$ cat src/rtl/serial_subtractor.sv
// Bit-serial unsigned subtractor: dif = a - b, one bit per clock, LSB first.
// Each bit passes through two chained half-subtractor stages; a flip-flop carries the borrow between bits.
module serial_subtractor #(
    parameter int WIDTH = 8,
    parameter int CNT_W = $clog2(WIDTH + 1)
) (
    input  logic             clk,
    input  logic             rst,
    input  logic             start,
    input  logic [WIDTH-1:0] a,
    input  logic [WIDTH-1:0] b,
    output logic             busy,
    output logic             done,
    output logic [WIDTH-1:0] dif,
    output logic             br,
    output logic             ovf
);

    typedef enum logic [1:0] {IDLE, RUN, DONE} state_t;

    localparam logic [CNT_W-1:0] LAST_BIT = CNT_W'(WIDTH - 1);

    state_t             state_reg;
    logic [WIDTH-1:0]   sa_reg;
    logic [WIDTH-1:0]   sb_reg;
    logic [WIDTH-1:0]   res_reg;
    logic               borrow_reg;
    logic [CNT_W-1:0]   cnt_reg;
    logic               a_msb_reg;
    logic               b_msb_reg;

    logic               x, y, d1, b1, d, b2, bout;
    logic [WIDTH-1:0]   res_next;

    // Stage 1 subtracts the operand bits; stage 2 subtracts the incoming borrow.
    always_comb begin
        x        = sa_reg[0];
        y        = sb_reg[0];
        d1       = x ^ y;
        b1       = ~x & y;
        d        = d1 ^ borrow_reg;
        b2       = ~d1 & borrow_reg;
        bout     = b1 | b2;
        res_next = {d, res_reg[WIDTH-1:1]};
    end

    always_ff @(posedge clk or posedge rst) begin
        if (rst) begin
            state_reg  <= IDLE;
            sa_reg     <= '0;
            sb_reg     <= '0;
            res_reg    <= '0;
            borrow_reg <= 1'b0;
            cnt_reg    <= '0;
            a_msb_reg  <= 1'b0;
            b_msb_reg  <= 1'b0;
            dif        <= '0;
            br         <= 1'b0;
            ovf        <= 1'b0;
        end else begin
            case (state_reg)
                IDLE: begin
                    if (start) begin
                        sa_reg     <= a;
                        sb_reg     <= b;
                        borrow_reg <= 1'b0;
                        cnt_reg    <= '0;
                        // Operand MSBs are kept aside because the shift registers lose them.
                        a_msb_reg  <= a[WIDTH-1];
                        b_msb_reg  <= b[WIDTH-1];
                        state_reg  <= RUN;
                    end
                end
                RUN: begin
                    sa_reg     <= sa_reg >> 1;
                    sb_reg     <= sb_reg >> 1;
                    res_reg    <= res_next;
                    borrow_reg <= bout;
                    cnt_reg    <= cnt_reg + 1'b1;
                    if (cnt_reg == LAST_BIT) begin
                        dif       <= res_next;
                        br        <= bout;
                        ovf       <= (a_msb_reg != b_msb_reg) && (d != a_msb_reg);
                        state_reg <= DONE;
                    end
                end
                DONE: state_reg <= IDLE;
                default: state_reg <= IDLE;
            endcase
        end
    end

    assign busy = (state_reg == RUN);
    assign done = (state_reg == DONE);

endmodule

$ cat config.mk
export PLATFORM = sky130hd
export DESIGN_NAME = serial_subtractor
export DESIGN_NICKNAME = d
export VERILOG_FILES = /design/src/rtl/serial_subtractor.sv
export SDC_FILE = /design/constraint.sdc
export NUM_CORES = 1
export LEC_CHECK = 0
export CAP_MARGIN = 20
export CORE_MARGIN = 2
export CORE_UTILIZATION = 45
export DETAILED_ROUTE_END_ITERATION = 7
export HOLD_SLACK_MARGIN = 0.02
export PLACE_DENSITY = 0.84
export SLEW_MARGIN = 20
export SYNTH_ARGS = -nofsm -noshare
export SYNTH_HDL_FRONTEND = slang
export SYNTH_SLANG_ARGS = --single-unit
export TNS_END_PERCENT = 1
$ cat constraint.sdc
create_clock -name clk -period 1.7 [get_ports clk]
set_clock_uncertainty 0.15 [all_clocks]
set_input_delay 0.34 -clock clk [delete_from_list [all_inputs] [get_ports clk]]
set_output_delay 0.34 -clock clk [all_outputs]
set_load 0.03 [all_outputs]
==> impl_results.md <==
- Proportion of layout cells with a drive suffix above 1: 0.206
- Outcome: finished, violations left
- Primary FF master, synth: dfrtp_1
- CTS tree: yes
- Slew at the pin closest to its max-slew limit: slightly below 0.3 ns
- Vias/cell: around 5.2
- Initial antenna violation count: 0
- Dpl cells: 255
- CP endpoint kind: flop
- WHS: between 0.2 and 0.25 ns
- Async SR Flop Fraction: 1.00
- Initial DRC count: between 90 and 100
- Slew Viols, Final: 0
- Final global-route overflow total: 0
- Worst setup margin: -0.0277 ns
- Boundary Pins: 31
- Clk slew on worst S/H paths: ~0.08 ns
- RSZ-0062 raised after global routing: yes
- Detailed Place HPWL: approximately 2500 um
- Clk root buf: clkbuf_8
- Max FO, Critical Path: 3
- Nets: between 200 and 250
- Max Cap Viol: 0
- Post-Syn Area: ~1900 um^2
- Fillcell total: between 300 and 400
- Row count: 23
- Reg2reg path depth: 5
- Post-synth cell types: 27
- Vias in the first global route: 1,332
- Cell area power density: between 1500 and 2000 nW/um^2
- Failing checks: negative setup slack
- Largest net degree at the start of global routing: 43
- PortBufs: 30
- CTS H-tree lvls: 2
- Ant. Diodes: 0
- DR WL/cell: 14.8 um
- DRC errors left: 0
- Area Overhead vs Synth: 30.3%
- Antenna Nets Post-Route: 0
- Global-route wire length before repair: 6050 um
- Post-synthesis net count: 193
- RR Endpoint: ovf
- Synth top cells by count: dfrtp_1, nand2_1, o21ai_0
- Mapped Cells: between 150 and 200
- Mean Syn Cell Area: about 11 um^2
- EDFF count, synth: 0
- Worst setup SP type: flop
- Post-synthesis sequential area ratio: 0.557
- Worst skew pair latency: ~0.30 ns
- Peak Freq: approximately 580 MHz
- Hold buffers post-CTS: 0
- Leakage power: approximately 1.2 nW
- CP Data Arrival Time: roughly 1.8 ns
- Maximum clock path buffer count: 2
- Peak supply drop: 0.692 mV
- Final wirelength: around 4000 um
- Min Tclk post-route: 1.73 ns
- Die area: 4720 um^2
- Count leader, synth: dfrtp_1
- Core ar.: between 4000 and 5000 um^2
- Global Route Usage Sum: 0.177
- Worst slew margin: 0.800
- Synth warn: 0
- # setup viols final: 2
- Vias: 1,369
- Yosys top cell by area: dfrtp_1
- Worst hold-check path type: input port to async pin
- Die width: a little under 70 um
- Crit path required time: about 1.7 ns
- Initial Utilization: 0.468
- CTS buffer count: 5
- Synth area leaders: dfrtp_1, nand2_1, mux2_4, and3b_1, o21ai_0
- Final hold vios: 0
- Sink Count: 42
- Number of detailed-route iterations in the first pass: 4
- Die H: between 60 and 70 um
- Crit Path Class: flop to flop
- Final Wtd Congestion: just under 0.8
- Share of the synthesized area in the top cell type: 0.557
- Setup slack, reg-to-reg: -0.03 ns
- #FFs+latches synth: between 40 and 50
- Post-Layout Cell Count: about 260
- R2r startpoint: borrow_reg
- Period utilisation layout: 1.02
repair_timing:
action                                  in CTS  in global routing
endpoints found under the setup margin      13                 11
pin swaps                                    0                  1
buffers inserted                             0                  1
resized for setup                           16                 10
per-stage QoR:
stage / cell area (um^2) / worst slack, ns / TNS (ns) / util / power [mW]
global placement: 2300 / -0.101 / -0.325 / 0.570 / 3.66
global route: 2460 / -0.0655 / -0.232 / 0.610 / 4.99
finish: 2460 / -0.0277 / -0.0424 / 0.610 / 4.66
floorplan: 1890 / 0.0641 / 0 / - / 3.05
detailed placement: 2300 / -0.122 / -0.675 / 0.570 / 3.76
CTS: 2420 / -0.0159 / -0.0228 / 0.601 / 4.55
cells by family (layout without fill, tap and decap cells):
| group | Yosys count | in the layout | share of synthesized area |
|---|---|---|---|
| and+or+nand+nor | 62 | 62 | 0.178 |
| AOI/OAI and AO/OA | 38 | 38 | 0.115 |
| adders and majority gates | 2 | 2 | 0.0173 |
| buffers and inverters | 15 | 57 | 0.0405 |
| muxes | 13 | 13 | 0.0922 |
| DFF | 42 | 42 | 0.557 |
cells in the final DEF (no fill, tap or decap), types with 8 or more instances in the layout:
| cell type | instances |
|---|---|
| mux2_4 | 8 |
| buf_4 | 9 |
| a21oi_1 | 13 |
| nand2_1 | 39 |
| clkdlybuf4s50_1 | 18 |
| o21ai_0 | 16 |
| dfrtp_1 | 41 |
| dlygate4sd2_1 | 10 |
| and3b_1 | 12 |
final cells by class:
| class | instances | area, um^2 | area share |
|---|---|---|---|
| clock buffers | 5 | 68.8 | 0.0280 |
| clock inverters | 3 | 45.0 | 0.0183 |
| inverters | 5 | 21.3 | 0.00866 |
| multi-input cells | 115 | 779 | 0.317 |
| flip-flops and latches | 42 | 1050 | 0.428 |
| well taps | 50 | 62.6 | 0.0255 |
| repair buffers | 44 | 427 | 0.174 |
critical path, stage by stage (launching register included):
cell and delay [ns]:
dfrtp_1 0.38, inv_2 0.06, fa_1 0.59, nand2b_4 0.14, o21ai_2 0.05, mux2_4 0.25
per-layer routing:
metal  up-vias  share of wire  wire, um  track usage
met3         9          0.038       149       0.0422
met1       658           0.44      1740        0.224
li1        667              -         -            -
met5         -              0         0            0
met2        35           0.49      1930        0.278
met4         0          0.027       106       0.0980
where the power goes:
part | leakage [nW] | internal [mW] | switching [mW]
Sequential | 0.537 | 1.44 | 0.318
Clock | 0.0504 | 0.436 | 0.353
Combinational | 0.598 | 1.02 | 1.10
worst max path at each step:
stage | slack (ns) | endpoint | cells after the start | startpoint
floorplan | 0.06 | ovf | 4 | sa_reg[0]
global placement | -0.10 | b_msb_reg | 4 | start
detailed placement | -0.12 | a_msb_reg | 4 | start
CTS | -0.02 | ovf | 4 | sa_reg[0]
global route | -0.07 | ovf | 5 | sb_reg[0]
finish | -0.03 | ovf | 5 | borrow_reg
(Power assumes the default switching activity.)
